===== src/rtl/mux_scan_pkg.sv =====
// Shared types and limits for the mux channel scanner and its sequencer.
package mux_scan_pkg;

  localparam int NCH        = 4;
  localparam int SELW       = $clog2(NCH);
  localparam int SETTLE_MIN = 1;
  localparam int SETTLE_MAX = 15;
  localparam int CNTW       = $clog2(SETTLE_MAX + 1);

  typedef enum logic [1:0] {
    ST_IDLE   = 2'd0,
    ST_SETTLE = 2'd1,
    ST_SAMPLE = 2'd2,
    ST_HOLD   = 2'd3
  } scan_state_t;

  // Out-of-range settle values are pinned to the nearest legal bound.
  function automatic int clamp_settle(input int v);
    if (v < SETTLE_MIN) return SETTLE_MIN;
    if (v > SETTLE_MAX) return SETTLE_MAX;
    return v;
  endfunction

endpackage


===== src/rtl/scan_sequencer.sv =====
// Scan FSM, mux select and settle counter for the mux channel scanner.
//   state  | meaning
//   IDLE   | waiting for start
//   SETTLE | select stable, waiting SETTLE cycles for the mux output
//   SAMPLE | capture m into slot s, then advance or finish
//   HOLD   | full frame presented, waiting for acceptance
module scan_sequencer
  import mux_scan_pkg::*;
#(
  parameter int SETTLE = 2
) (
  input  logic            clk,
  input  logic            resetn,
  input  logic            start,
  input  logic            cont,
  input  logic            accept,
  output scan_state_t     state,
  output logic [SELW-1:0] s,
  output logic            sample,
  output logic            sample_last
);

  localparam int SETTLE_C = clamp_settle(SETTLE);
  localparam logic [CNTW-1:0] CNT_LAST = CNTW'(SETTLE_C - 1);
  localparam logic [SELW-1:0] S_LAST   = SELW'(NCH - 1);

  scan_state_t     state_q, state_d;
  logic [SELW-1:0] s_q, s_d;
  logic [CNTW-1:0] cnt_q, cnt_d;

  always_ff @(posedge clk or negedge resetn) begin
    if (!resetn) begin
      state_q <= ST_IDLE;
      s_q     <= '0;
      cnt_q   <= '0;
    end else begin
      state_q <= state_d;
      s_q     <= s_d;
      cnt_q   <= cnt_d;
    end
  end

  always_comb begin
    state_d     = state_q;
    s_d         = s_q;
    cnt_d       = cnt_q;
    sample      = 1'b0;
    sample_last = 1'b0;
    case (state_q)
      ST_IDLE: begin
        if (start) begin
          state_d = ST_SETTLE;
          s_d     = '0;
          cnt_d   = '0;
        end
      end
      ST_SETTLE: begin
        if (cnt_q == CNT_LAST) begin
          state_d = ST_SAMPLE;
          cnt_d   = '0;
        end else begin
          cnt_d = cnt_q + 1'b1;
        end
      end
      ST_SAMPLE: begin
        sample = 1'b1;
        if (s_q == S_LAST) begin
          sample_last = 1'b1;
          state_d     = ST_HOLD;
        end else begin
          s_d     = s_q + 1'b1;
          cnt_d   = '0;
          state_d = ST_SETTLE;
        end
      end
      ST_HOLD: begin
        // s stays at the last channel until a new scan begins
        if (accept) begin
          if (cont) begin
            state_d = ST_SETTLE;
            s_d     = '0;
            cnt_d   = '0;
          end else begin
            state_d = ST_IDLE;
          end
        end
      end
      default: state_d = ST_IDLE;
    endcase
  end

  assign state = state_q;
  assign s     = s_q;

endmodule


===== src/rtl/mux_channel_scanner.sv =====
// Scans a 4-to-1 mux, assembles {ch3,ch2,ch1,ch0} and hands the frame off via valid/ready.
// Optional frame parity output is enabled by defining SCANNER_PARITY_EN.
module mux_channel_scanner
  import mux_scan_pkg::*;
#(
  parameter int DWIDTH = 2,
  parameter int SETTLE = 2
) (
  input  logic                  clk,
  input  logic                  resetn,
  input  logic                  start,
  input  logic                  cont,
  output logic [SELW-1:0]       s,
  input  logic [DWIDTH-1:0]     m,
  output logic [NCH*DWIDTH-1:0] frame_data,
  output logic                  frame_valid,
  input  logic                  frame_ready,
`ifdef SCANNER_PARITY_EN
  output logic                  frame_par,
`endif
  output logic                  busy
);

  scan_state_t           state;
  logic                  sample;
  logic                  sample_last;
  logic                  accept;
  logic [NCH*DWIDTH-1:0] frame_d;

  assign accept = frame_valid & frame_ready;

  scan_sequencer #(
    .SETTLE(SETTLE)
  ) u_seq (
    .clk        (clk),
    .resetn     (resetn),
    .start      (start),
    .cont       (cont),
    .accept     (accept),
    .state      (state),
    .s          (s),
    .sample     (sample),
    .sample_last(sample_last)
  );

  // Slots update in place; the rest of the frame keeps its previous contents.
  always_comb begin
    frame_d = frame_data;
    if (sample) frame_d[int'(s)*DWIDTH +: DWIDTH] = m;
  end

  always_ff @(posedge clk or negedge resetn) begin
    if (!resetn) begin
      frame_data  <= '0;
      frame_valid <= 1'b0;
    end else begin
      frame_data <= frame_d;
      if (sample_last)  frame_valid <= 1'b1;
      else if (accept)  frame_valid <= 1'b0;
    end
  end

`ifdef SCANNER_PARITY_EN
  always_ff @(posedge clk or negedge resetn) begin
    if (!resetn) frame_par <= 1'b0;
    else         frame_par <= ^frame_d;
  end
`endif

  assign busy = (state != ST_IDLE);

endmodule


===== config.mk =====
export PLATFORM = sky130hd
export DESIGN_NAME = mux_channel_scanner
export DESIGN_NICKNAME = d
export VERILOG_FILES = /design/src/rtl/mux_scan_pkg.sv /design/src/rtl/scan_sequencer.sv /design/src/rtl/mux_channel_scanner.sv
export SDC_FILE = /design/constraint.sdc
export NUM_CORES = 1
export LEC_CHECK = 0
export BUFFER_PORTS_ARGS = -buffer_cell sky130_fd_sc_hd__buf_4
export CAP_MARGIN = 30
export CORE_MARGIN = 2
export CORE_UTILIZATION = 57
export CTS_CLUSTER_DIAMETER = 120
export DETAILED_ROUTE_END_ITERATION = 10
export PLACE_DENSITY = 0.82
export SYNTH_ARGS = -nofsm -noshare
export SYNTH_HDL_FRONTEND = slang
export SYNTH_HIERARCHICAL = 1
export SYNTH_SLANG_ARGS = --single-unit

===== constraint.sdc =====
create_clock -name clk -period 3 [get_ports clk]
set_input_delay 0.15 -clock clk [delete_from_list [all_inputs] [get_ports clk]]
set_output_delay 0.15 -clock clk [all_outputs]
set_load 0.01 [all_outputs]

# Yosys cells after proc, flatten, opt, wreduce, memory -nomap -nowiden
# Index checks and enable logic that the tools add are counted.
op_classes:
  addsub: 3
  n_mul: 0
  div: 0
  order_cmp: 0
  n_eq_ne: 10
  shift: 2
  n_mux: 23
  n_bitwise: 1
  reduce_logical: 7
op_table:
  columns: ["cell", "n"]
  rows:
  - ["negator 3 -> 33 bit", 1]
  - ["variable shift 2 x 33 -> 8 bit (first input constant)", 1]
  - ["variable part select 2 x 33 -> 8 bit", 1]
  - ["2-to-1 mux 4 bit", 5]
  - ["2-to-1 mux 2 bit", 8]
  - ["one-hot mux 4 bit (4 select lines)", 1]
  - ["bitwise mux 8 bit", 1]
  - ["!= test 2 bit (second input constant)", 4]
  - ["one-hot mux 2 bit (4 select lines)", 1]
  - ["== test 2 bit (second input constant)", 3]
  - ["2-to-1 mux 1 bit", 6]
  - ["one-hot mux 2 bit (3 select lines)", 1]
  - ["AND reduction 5 bit", 1]
  - ["adder 4 x 1 -> 4 bit (second input constant)", 1]
  - ["== test 4 x 1 -> 1 bit (second input constant)", 1]
  - ["AND reduction 4 bit", 1]
  - ["nonzero test 2 bit", 2]
  - ["AND reduction 3 bit", 1]
  - ["nonzero test 3 bit", 1]
  - ["adder 2 x 1 -> 2 bit (second input constant)", 1]
  - ["== test 2 x 1 -> 1 bit (second input constant)", 1]
  - ["zero test 2 bit", 1]
  - ["!= test 2 x 1 -> 1 bit (second input constant)", 1]
  - ["AND 1 bit", 1]
totals:
  reg_bits: 17
  latch_bits: 0
  mem_bits_rw: 0
  romBits: 0
  input_bits: 7
  out_inout_bits: 12
  elab_cells: 51
  mem_count: 0

# Logic depth before layout (Yosys ltp)
# Gate-level depths: netlist (run 1).
logic_depth:
  depth_word: 4
  depth_mapped: 5

# By module
# Netlist (run 1), hierarchy kept.
modules_own_cells:
  columns: ["module", "instances", "cells_per_inst", "area_each_um2", "seq_area_each_um2"]
  rows:
  - ["mux_channel_scanner", 1, 42, 495.5, 225.2]
  - ["scan_sequencer", 1, 43, 456.7, 200.2]

# Worst setup path after synthesis (run 1)
# OpenSTA, ideal clock, no wires.
synth_path:
  kind: "register to register"
  startpoint: "register u_seq.s_q[0] (netlist: u_seq/s[0])"
  endpoint: "register frame_data[0]"
  t_arrival_ns: 1.492
  required_ns: 2.922
  slack_ns: 1.430
  stages_incl_launch_ff: 5
  n_path_buf: 0
  cell_sequence: "dfrtp_1 -> inv_1 -> ha_1 -> or3b_1 -> o2bb2ai_1"
synth_between:
  elab_chain_len: 3
synth_lines:
  columns: ["item", "line_no", "text"]
  rows:
  - ["start: declaration", "scan_sequencer.sv:28", "logic [SELW-1:0] s_q, s_d;"]
  - ["start signal: assignment", "scan_sequencer.sv:34", "s_q <= '0;"]
  - ["start signal: assignment", "scan_sequencer.sv:38", "s_q <= s_d;"]
  - ["negator 3 -> 33 bit (*)", "mux_channel_scanner.sv:49", "if (sample) frame_d[int'(s)*DWIDTH +: DWIDTH] = m;"]
  - ["variable part select 2 x 33 -> 8 bit or variable shift 2 x 33 -> 8 bit (tied branches)", "mux_channel_scanner.sv:49", null]
  - ["bitwise mux 8 bit (*)", "mux_channel_scanner.sv:49", null]
  - ["end signal: assignment", "mux_channel_scanner.sv:57", "frame_data <= frame_d;"]
  - ["end: declaration", "mux_channel_scanner.sv:15", "output logic [NCH*DWIDTH-1:0] frame_data,"]
# Mark *: on every way between the ends. The rest lies on a longest branch, timed or not.
# A chain may end at the register's enable or synchronous reset.

# Final worst setup path (run 1)
layout_path:
  startpoint: "register u_seq.state_q[1] (netlist: u_seq/state[1])"
  endpoint: "register frame_data[5]"
layout_between:
  elab_chain_len: 2
layout_lines:
  columns: ["item", "line_no", "text"]
  rows:
  - ["start: declaration", "scan_sequencer.sv:27", "scan_state_t state_q, state_d;"]
  - ["start signal: assignment", "scan_sequencer.sv:37", "state_q <= state_d;"]
  - ["== test 2 bit", "scan_sequencer.sv:49", "case (state_q)"]
  - ["2-to-1 mux 1 bit", "scan_sequencer.sv:49", null]
  - ["via sample", "mux_channel_scanner.sv:25", "logic sample;"]
# The timed path passes the listed nets, and every way through them passes these cells.

==> results of run 1 <==
-- worst max path at each step --
stage | start | to | cells past startpoint
after global placement | u_seq/s[0] | frame_data[1] | 4
after CTS | u_seq/state[1] | frame_data[5] | 3
after global routing | u_seq/state[1] | frame_data[4] | 3
after floorplan | u_seq/s[0] | frame_data[0] | 4
after detailed placement | u_seq/state[1] | frame_data[5] | 3
final | u_seq/state[1] | frame_data[5] | 3
-- metrics by stage --
step	utilization	worst slack, ps	area (um^2)
after floorplan	-	1430	952
after global placement	0.706	1390	1090
after detailed placement	0.706	1290	1090
after CTS	0.730	1260	1120
after global routing	0.730	1110	1120
final	0.730	1250	1120
-- synth_stat cells (2+ instances only) --
cell type and count:
or3b_1 2, mux2i_1 2, nand4b_1 2, a32o_1 2, nand2_1 9, and2_1 2
nand3_1 3, a41oi_1 2, nor2b_1 3, inv_1 5, a21o_1 3, a41o_1 2
o2bb2ai_1 4, dfrtp_1 17, ha_1 8, a21boi_0 2
-- metal layers --
metal  global-route usage  routed length, um
met1                0.255                843
met2                0.339                921
met3               0.0360                 66
met4               0.0882                  0
met5                    0                  0
-- report_power, final --
part,leakage [nW],internal (W),switching (W)
logic,0.319,0.000203,0.000202
registers,0.226,0.000290,0.0000914
clock network,0.0150,0.0000517,0.0000730
-- worst max-delay path, stage by stage (launching register included) --
cell and delay, ps:
dfrtp_1 540, nor2b_1 580, or3b_1 430, o2bb2ai_1 140
-- kinds of logic after synthesis --
family	count (synthesis)	share of synthesized area
AND/OR/NAND/NOR	28	0.177
adder cells (fa/ha/maj)	8	0.105
multiplexers	3	0.0368
flip-flops	17	0.447
buffers and inverters	7	0.0394
AO/OA/AOI/OAI	22	0.194
-- flip-flops by register name, indices dropped and copies added (netlist names) --
| register | count |
|---|---|
| frame_data | 8 |
| frame_valid | 1 |
| u_seq/cnt_q | 4 |
| u_seq/s | 2 |
| u_seq/state | 2 |
-- layout make-up --
type                       instances  share of cell area
multi-input combinational         61               0.435
tap                               16              0.0178
sequential                        17               0.378
inverter                           5              0.0167
timing repair buffer              19               0.129
clock buffer                       4              0.0234
-- what timing repair did --
action,CTS,global route
endpoints found under the setup margin,0,0
endpoints found under the hold margin,17,0
hold buffers,1,0
==> reports/results.tsv, run 1 <==
metric	value	unit
crit_path_start_kind	flip-flop	
timing.slew.headroom	0.577	
synth_fp_nets	100	
io_pins	19	
drc	0	
clk-insertion-delay-late	290	ps
grt_max_degree	18	
ir_drop	552	uV
post-cts-setup-buffers	0	
grt_pass1_wl	2.90	mm
wire_per_inst	15.0	um
min_from	m[0]	
hold_depth	2	
cp-end-kind	flip-flop	
regArea	425	um^2
synth.avg_cell_area	11.2	um^2
final-hold-violation-count	0	
max_cap_violations	0	
cts_resized	0	
setup-tns-final	0	ps
final_common_cell	buf_4	
async_flop_share	1.00	
ys_ff_latch	17	
finalNonFillerCells	122	
status	finished, final reports clean	
antenna_found_initial	0	
power_leakage	0.560	nW
yosysTopAreaCell	dfrtp_1	
initialDrtViolationCount	7	
ys_seq_area_frac	0.447	
r2r_setup_slack	1250	ps
grt_use_total	0.202	
reg2reg_from	u_seq/state[1]	
start_util	0.618	
dr.pass1.iters	4	
synth_top_cell_area_share	0.447	
setup_viol	0	
die-height	44.9	um
nFillCells	124	
synth_edf_count	0	
die_area	2010	um^2
place_congestion	0.809	
netlist_instances	85	
vias_per_cell	5.98	
skew	0.426	ps
post_route_cells_drive_above_1_share	0.245	
dpl.cell_count	117	
cts_sinks	17	
hold_end	frame_data[6]	
htree_num_levels	1	
core	1540	um^2
hold_ws	128	ps
path_clk_slew	100	ps
cts_root_buf	clkbuf_4	
synth_area	952	um^2
antenna-diode-count	0	
period_needed	1750	ps
area_growth	18.1	%
wl	1.83	mm
power.density	810	nW/um^2
overflow	0	
path_class	reg -> reg	
cp_data_required_time	3220	ps
fp.dieW	44.9	um
cts_tree	done	
yosys-top-cells-area	dfrtp_1 (45%), ha_1 (11%), o2bb2ai_1 (3.7%)	
yosysWarnings	6	
timing.final.crit_share	0.583	
maxSlewViolCount	0	
rsz0062_at_grt	no	
timing.rr.end	frame_data[5]	
ys_types	33	
vias	729	
multiInputGateArea	489	um^2
tightest_slew	633	ps
worstPathArrival	1970	ps
worstRegToRegCells	3	
hp-class	in -> reg	
rows	14	
final_cell_mix	buf_4 (18), dfrtp_1 (17), nand2_1 (9)	
path_max_fanout	11	
grt_pass1_vias	666	
ys.flop_type	dfrtp_1	
portBuffers	18	
numCtsBuffers	3	
final_nets	122	
fmax	572	MHz
antenna_left	0	
hpwlAfterDp	1.36	mm
cts_buffer_depth	2	
power	0.000911	W
Power figures use the tool's default switching activity.
==> run 2: changes to the inputs <==
--- a/config.mk
+++ b/config.mk
@@ -5,13 +5,14 @@
 export SDC_FILE = /design/constraint.sdc
 export NUM_CORES = 1
 export LEC_CHECK = 0
+export ABC_AREA = 1
 export BUFFER_PORTS_ARGS = -buffer_cell sky130_fd_sc_hd__buf_4
 export CAP_MARGIN = 30
 export CORE_MARGIN = 2
-export CORE_UTILIZATION = 57
+export CORE_UTILIZATION = 48
 export CTS_CLUSTER_DIAMETER = 120
 export DETAILED_ROUTE_END_ITERATION = 10
-export PLACE_DENSITY = 0.82
+export PLACE_DENSITY = 0.73
 export SYNTH_ARGS = -nofsm -noshare
 export SYNTH_HDL_FRONTEND = slang
 export SYNTH_HIERARCHICAL = 1
==> constraint.sdc (replaced) <==
create_clock -name clk -period 1.4 [get_ports clk]
set_input_delay 0.07 -clock clk [delete_from_list [all_inputs] [get_ports clk]]
set_output_delay 0.07 -clock clk [all_outputs]
set_load 0.01 [all_outputs]
==> run 2 against run 1 <==
Wire length grew 9.2%. Critical path depth down 1. Die area increased by 24%. Clock skew increased by 3.9 ps. First-iteration DRC count rose by 43%. Synthesized cell count grew 52%. Design area grew 10%.
==> reports/results.tsv, run 2 <==
metric	value	unit
status	finished, final reports clean	
grt_pass1_wl	3.60	mm
switching_power	0.000963	W
worst_slack	108	ps
overflow	0	
core	1980	um^2
drc	0	
fp.dieW	50.1	um
htree_num_levels	1	
path_max_fanout	7	
numCtsBuffers	3	
fmax	774	MHz
antenna-diode-count	0	
preCtsSetupSlack	96.4	ps
hpwlAfterDp	1.56	mm
maxSlewViolCount	0	
wire_per_inst	11.0	um
post_route_cells_drive_above_1_share	0.279	
synth.avg_cell_area	7.90	um^2
final_cell_mix	nand2_1 (41), buf_4 (20), inv_1 (16)	
timing.final.crit_share	0.923	
yosys-top-cells-area	dfrtp_1 (42%), nand2_1 (15%), ha_1 (9.8%)	
period_needed	1290	ps
place_congestion	0.788	
dr.pass1.iters	4	
die-height	50.1	um
yosysWarnings	6	
synth_top_cells_by_count	nand2_1 (41), dfrtp_1 (17), inv_1 (17), nand3_1 (10), nor2_1 (9)	
grt_pass1_vias	867	
portBuffers	18	
path_class	reg -> out	
vias_per_cell	4.86	
synth_edf_count	0	
ir_drop	1060	uV
initialDrtViolationCount	10	
top_regs	frame_data x8, u_seq/cnt_q x4	
yosysMostFrequentCell	nand2_1	
max_cap_violations	0	
p_sw_frac	0.434	
synth_area	1020	um^2
rsz0062_at_grt	yes	
setup_viol	0	
crit_path_start_kind	flip-flop	
final-hold-violation-count	0	
die_area	2510	um^2
grt_use_total	0.186	
start_util	0.514	
io_pins	19	
path_clk_slew	100	ps
power_frac_clock	0.118	
ys_ff_latch	17	
tightest_slew	233	ps
ys.flop_type	dfrtp_1	
dpl.cell_count	176	
cts_tree	done	
worstPathArrival	1220	ps
cts_sinks	17	
finalNonFillerCells	181	
area_growth	21.9	%
timing.slew.headroom	0.845	
ys_seq_area_frac	0.418	
placed_cell_area	1200	um^2
power	0.00222	W
stdcell_area	1240	um^2
netlist_instances	129	
yosysTopAreaCell	dfrtp_1	
power_leakage	0.684	nW
hp-class	in -> reg	
ys_types	20	
rows	16	
synth_top_cell_area_share	0.418	
clk-insertion-delay-late	280	ps
p_int	0.00125	W
antenna_found_initial	0	
synth_fp_nets	144	
cts_root_buf	clkbuf_4	
final_nets	170	
power.density	1790	nW/um^2
cp-end-kind	output port	
skew	4.36	ps
async_flop_share	1.00	
power_frac_seq	0.373	
cp_data_required_time	1330	ps
grt_max_degree	18	
cts_buffer_depth	2	
antenna_left	0	
p_comb_frac	0.508	
vias	879	
setup-tns-final	0	ps
regMostFlops	frame_data	
wl	2.00	mm
largest_reg_flops	8	
final_common_cell	nand2_1	
run 2: cell count changes after synthesis, moves of 3 or more:
cell	change
nand2_1	+32
inv_1	+12
nor2_1	+8
nand3_1	+7
o21ai_2	+5
nand2_2	+4
o2bb2ai_1	-4
nand4_1	+3
nor2b_1	-3
run 2: critical path, cell delays in order (launching register included):
cell	delay [ps]
dfrtp_1	470
or2_2	320
buf_4	150
run 2: area by class of cell:
class,count,area (um^2)
clock buffers,4,26.3
fillers,188,741
inverters,20,76.3
multi-input cells,92,517
flip-flops and latches,17,428
well taps,27,33.8
repair buffers,21,160
run 2: timing repair:
item	in CTS	in global routing
resized for setup	0	3
hold buffers	1	0
hold endpoints to repair	17	0
setup buffers	0	0
setup endpoints to repair	0	6
run 2: stage by stage:
step                       util  hold slack (ps)
after global placement    0.607            -52.0
after floorplan               -             -226
after CTS                 0.625             18.3
final                     0.626             24.6
after detailed placement  0.607            -47.5
after global routing      0.626             37.9
run 2: per-layer routing:
| layer | GRT usage | up-vias | part of all wire |
|---|---|---|---|
| li1 | - | 456 | - |
| met1 | 0.247 | 401 | 0.45 |
| met2 | 0.303 | 20 | 0.50 |
| met3 | 0.0212 | 2 | 0.044 |
| met4 | 0.0833 | 0 | 0.0065 |
| met5 | 0 | - | 0 |
run 2: kinds of logic after synthesis:
kind of cell	count (synthesis)	synth area share
AO/OA/AOI/OAI	9	0.0688
XOR/XNOR	1	0.00860
adder cells (fa/ha/maj)	8	0.0983
buffers and inverters	20	0.0749
flip-flops	17	0.418
AND/OR/NAND/NOR	74	0.332
run 2: final timing paths:
path                                     start             end  slack, ps  cells after the start
max in group asynchronous               resetn      u_seq/s[0]       1010                      2
min in group asynchronous               resetn   frame_data[1]        180                      2
worst max-delay path            u_seq/state[1]            busy        110                      2
worst max register to register      u_seq/s[0]   frame_data[7]        120                      7
worst min register to register   frame_data[4]   frame_data[4]        490                      2
worst min-delay path                      cont  u_seq/state[0]         20                      3
run 2: power by group through the flow:
stage | Sequential [W] | Combinational (W) | Clock (W)
floorplan | 0.000865 | 0.000697 | 0
global placement | 0.000829 | 0.00109 | 0
detailed placement | 0.000837 | 0.00112 | 0
CTS | 0.000829 | 0.00113 | 0.000280
global route | 0.000863 | 0.00127 | 0.000293
finish | 0.000827 | 0.00113 | 0.000263
==> run 3: changes to the inputs <==
--- a/config.mk
+++ b/config.mk
@@ -8,11 +8,11 @@
 export ABC_AREA = 1
 export BUFFER_PORTS_ARGS = -buffer_cell sky130_fd_sc_hd__buf_4
 export CAP_MARGIN = 30
+export CORE_ASPECT_RATIO = 0.6
 export CORE_MARGIN = 2
-export CORE_UTILIZATION = 48
+export CORE_UTILIZATION = 35
 export CTS_CLUSTER_DIAMETER = 120
 export DETAILED_ROUTE_END_ITERATION = 10
-export PLACE_DENSITY = 0.73
 export SYNTH_ARGS = -nofsm -noshare
 export SYNTH_HDL_FRONTEND = slang
 export SYNTH_HIERARCHICAL = 1
==> run 3 against run 2 <==
Clock power rose by 41%. Combinational power about the same. Clock skew hardly changed. Worst hold slack improved by 48 ps. Fmax is 2.3% higher. Global-route usage fell by 4.5 points. Via count shrank 0.46%. Sequential cell count is the same. Critical endpoint is now frame_data[7]. Largest cell class unchanged.
==> reports/results.tsv, run 3 (synthesis results as in run 2) <==
metric	value	unit
largest_reg_flops	8	
path_max_fanout	7	
hold_ws	72.6	ps
power_frac_seq	0.356	
period_needed	1260	ps
max_stage_delay	440	ps
drc	0	
final_common_cell	nand2_1	
p_comb_frac	0.485	
crit_slowest_cell	dfrtp_2	
multiInputGateArea	517	um^2
htree_num_levels	1	
grt_pass1_wl	3.49	mm
cts_buffer_depth	2	
regMostFlops	frame_data	
worstPathArrival	1460	ps
path_common_cell	nand2_1	
grt_max_degree	18	
path_clk_slew	70	ps
dpl.cell_count	182	
setup_viol	0	
final_cell_mix	nand2_1 (41), buf_4 (19), inv_1 (15), dfrtp_1 (15), nand3_1 (10)	
switching_power	0.000993	W
hp-class	in -> reg	
die_area	3370	um^2
nFillCells	290	
portBuffers	18	
hpwlAfterDp	1.66	mm
overflow	0	
p_sw_frac	0.426	
antenna_found_initial	0	
antenna-diode-count	0	
final-hold-violation-count	0	
io_pins	19	
crit_path_start_kind	flip-flop	
vias_per_cell	4.68	
p_int	0.00134	W
die-height	45.8	um
place_congestion	0.829	
post-cts-setup-buffers	0	
ir_drop	1000	uV
fmax	792	MHz
setup-tns-final	0	ps
power.density	1850	nW/um^2
cts_tree	done	
final_nets	169	
antenna_left	0	
dr.pass1.iters	4	
initialDrtViolationCount	30	
status	finished, final reports clean	
cts_root_buf	clkbuf_8	
timing.slew.headroom	0.843	
regArea	428	um^2
cts_sinks	17	
wl	2.13	mm
skew	4.50	ps
timing.final.crit_share	0.902	
power_frac_clock	0.159	
top_regs	frame_data x8, u_seq/cnt_q x4	
post_route_cells_drive_above_1_share	0.288	
grt_pass1_vias	754	
rsz0062_at_grt	no	
finalNonFillerCells	187	
cp_data_required_time	1600	ps
start_util	0.362	
path_class	reg -> reg	
wire_per_inst	11.4	um
core	2820	um^2
numCtsBuffers	3	
vias	875	
power_leakage	0.690	nW
maxSlewViolCount	0	
path_cells	inv_2 -> ha_1 -> inv_1 -> nand2_1 -> nor2_1 -> nand2_1 -> nand2_1	
grt_use_total	0.141	
rows	15	
tightest_slew	236	ps
area_growth	24.0	%
cp-end-kind	flip-flop	
clk-insertion-delay-late	250	ps
max_cap_violations	0	
fp.dieW	73.6	um
-- run 3: cell types whose count changed in the layout (fill, tap and decap cells not counted), sizes merged --
cell    before  now
buf         20   19
clkinv       1    2
clkbuf       4    3
-- run 3: repair_timing --
item / CTS / global route
hold buffers: 1 / 0
setup endpoints to repair: 0 / 8
endpoints found under the hold margin: 17 / 0
gates resized for setup: 0 / 4
-- run 3: worst paths after layout --
path / start / endpoint / slack [ps] / cells after the start
max: u_seq/s[0] / frame_data[7] / 140 / 7
min: cont / u_seq/state[0] / 70 / 3
max reg2reg: u_seq/s[0] / frame_data[7] / 140 / 7
min reg2reg: frame_data[5] / frame_data[5] / 480 / 2
max in group asynchronous: resetn / u_seq/s[1] / 950 / 2
min in group asynchronous: resetn / frame_data[4] / 230 / 2
-- run 3: area by class of cell --
class                           count  area share
Sequential cell                    17       0.339
Inverter                           20      0.0605
Tap cell                           34      0.0337
Timing Repair Buffer               20       0.121
Clock buffer                        3      0.0327
Clock inverter                      1     0.00396
Multi-Input combinational cell     92       0.409
-- run 3: worst max-delay path, delay by kind of cell (launching register included) --
| family | cells | cell delay (ps) |
|---|---|---|
| flops | 1 | 440 |
| fa+ha+maj | 1 | 260 |
| buf+inv | 2 | 220 |
| simple gates | 4 | 290 |
-- run 3: per-layer routing --
metal | share of wire | GRT usage
met2 | 0.43 | 0.193
met1 | 0.50 | 0.209
met5 | 0 | 0
met3 | 0.058 | 0.0531
met4 | 0.0038 | 0.0327
-- run 3: metrics by stage --
step | utilization | worst slack [ps] | power, W | cell area [um^2]
detailed placement | 0.428 | 74.8 | 0.00196 | 1200
global placement | 0.428 | 116 | 0.00193 | 1200
floorplan | - | 56.6 | 0.00156 | 1020
finish | 0.448 | 137 | 0.00233 | 1260
global route | 0.448 | 8.24 | 0.00253 | 1260
CTS | 0.448 | 46.5 | 0.00234 | 1260
-- run 3: power by group through the flow --
stage / logic (W) / registers, W / clock network, W
after global routing: 0.00127 / 0.000855 / 0.000403
final: 0.00113 / 0.000830 / 0.000370
after global placement: 0.00110 / 0.000830 / 0
after floorplan: 0.000697 / 0.000865 / 0
after CTS: 0.00113 / 0.000828 / 0.000387
after detailed placement: 0.00112 / 0.000837 / 0
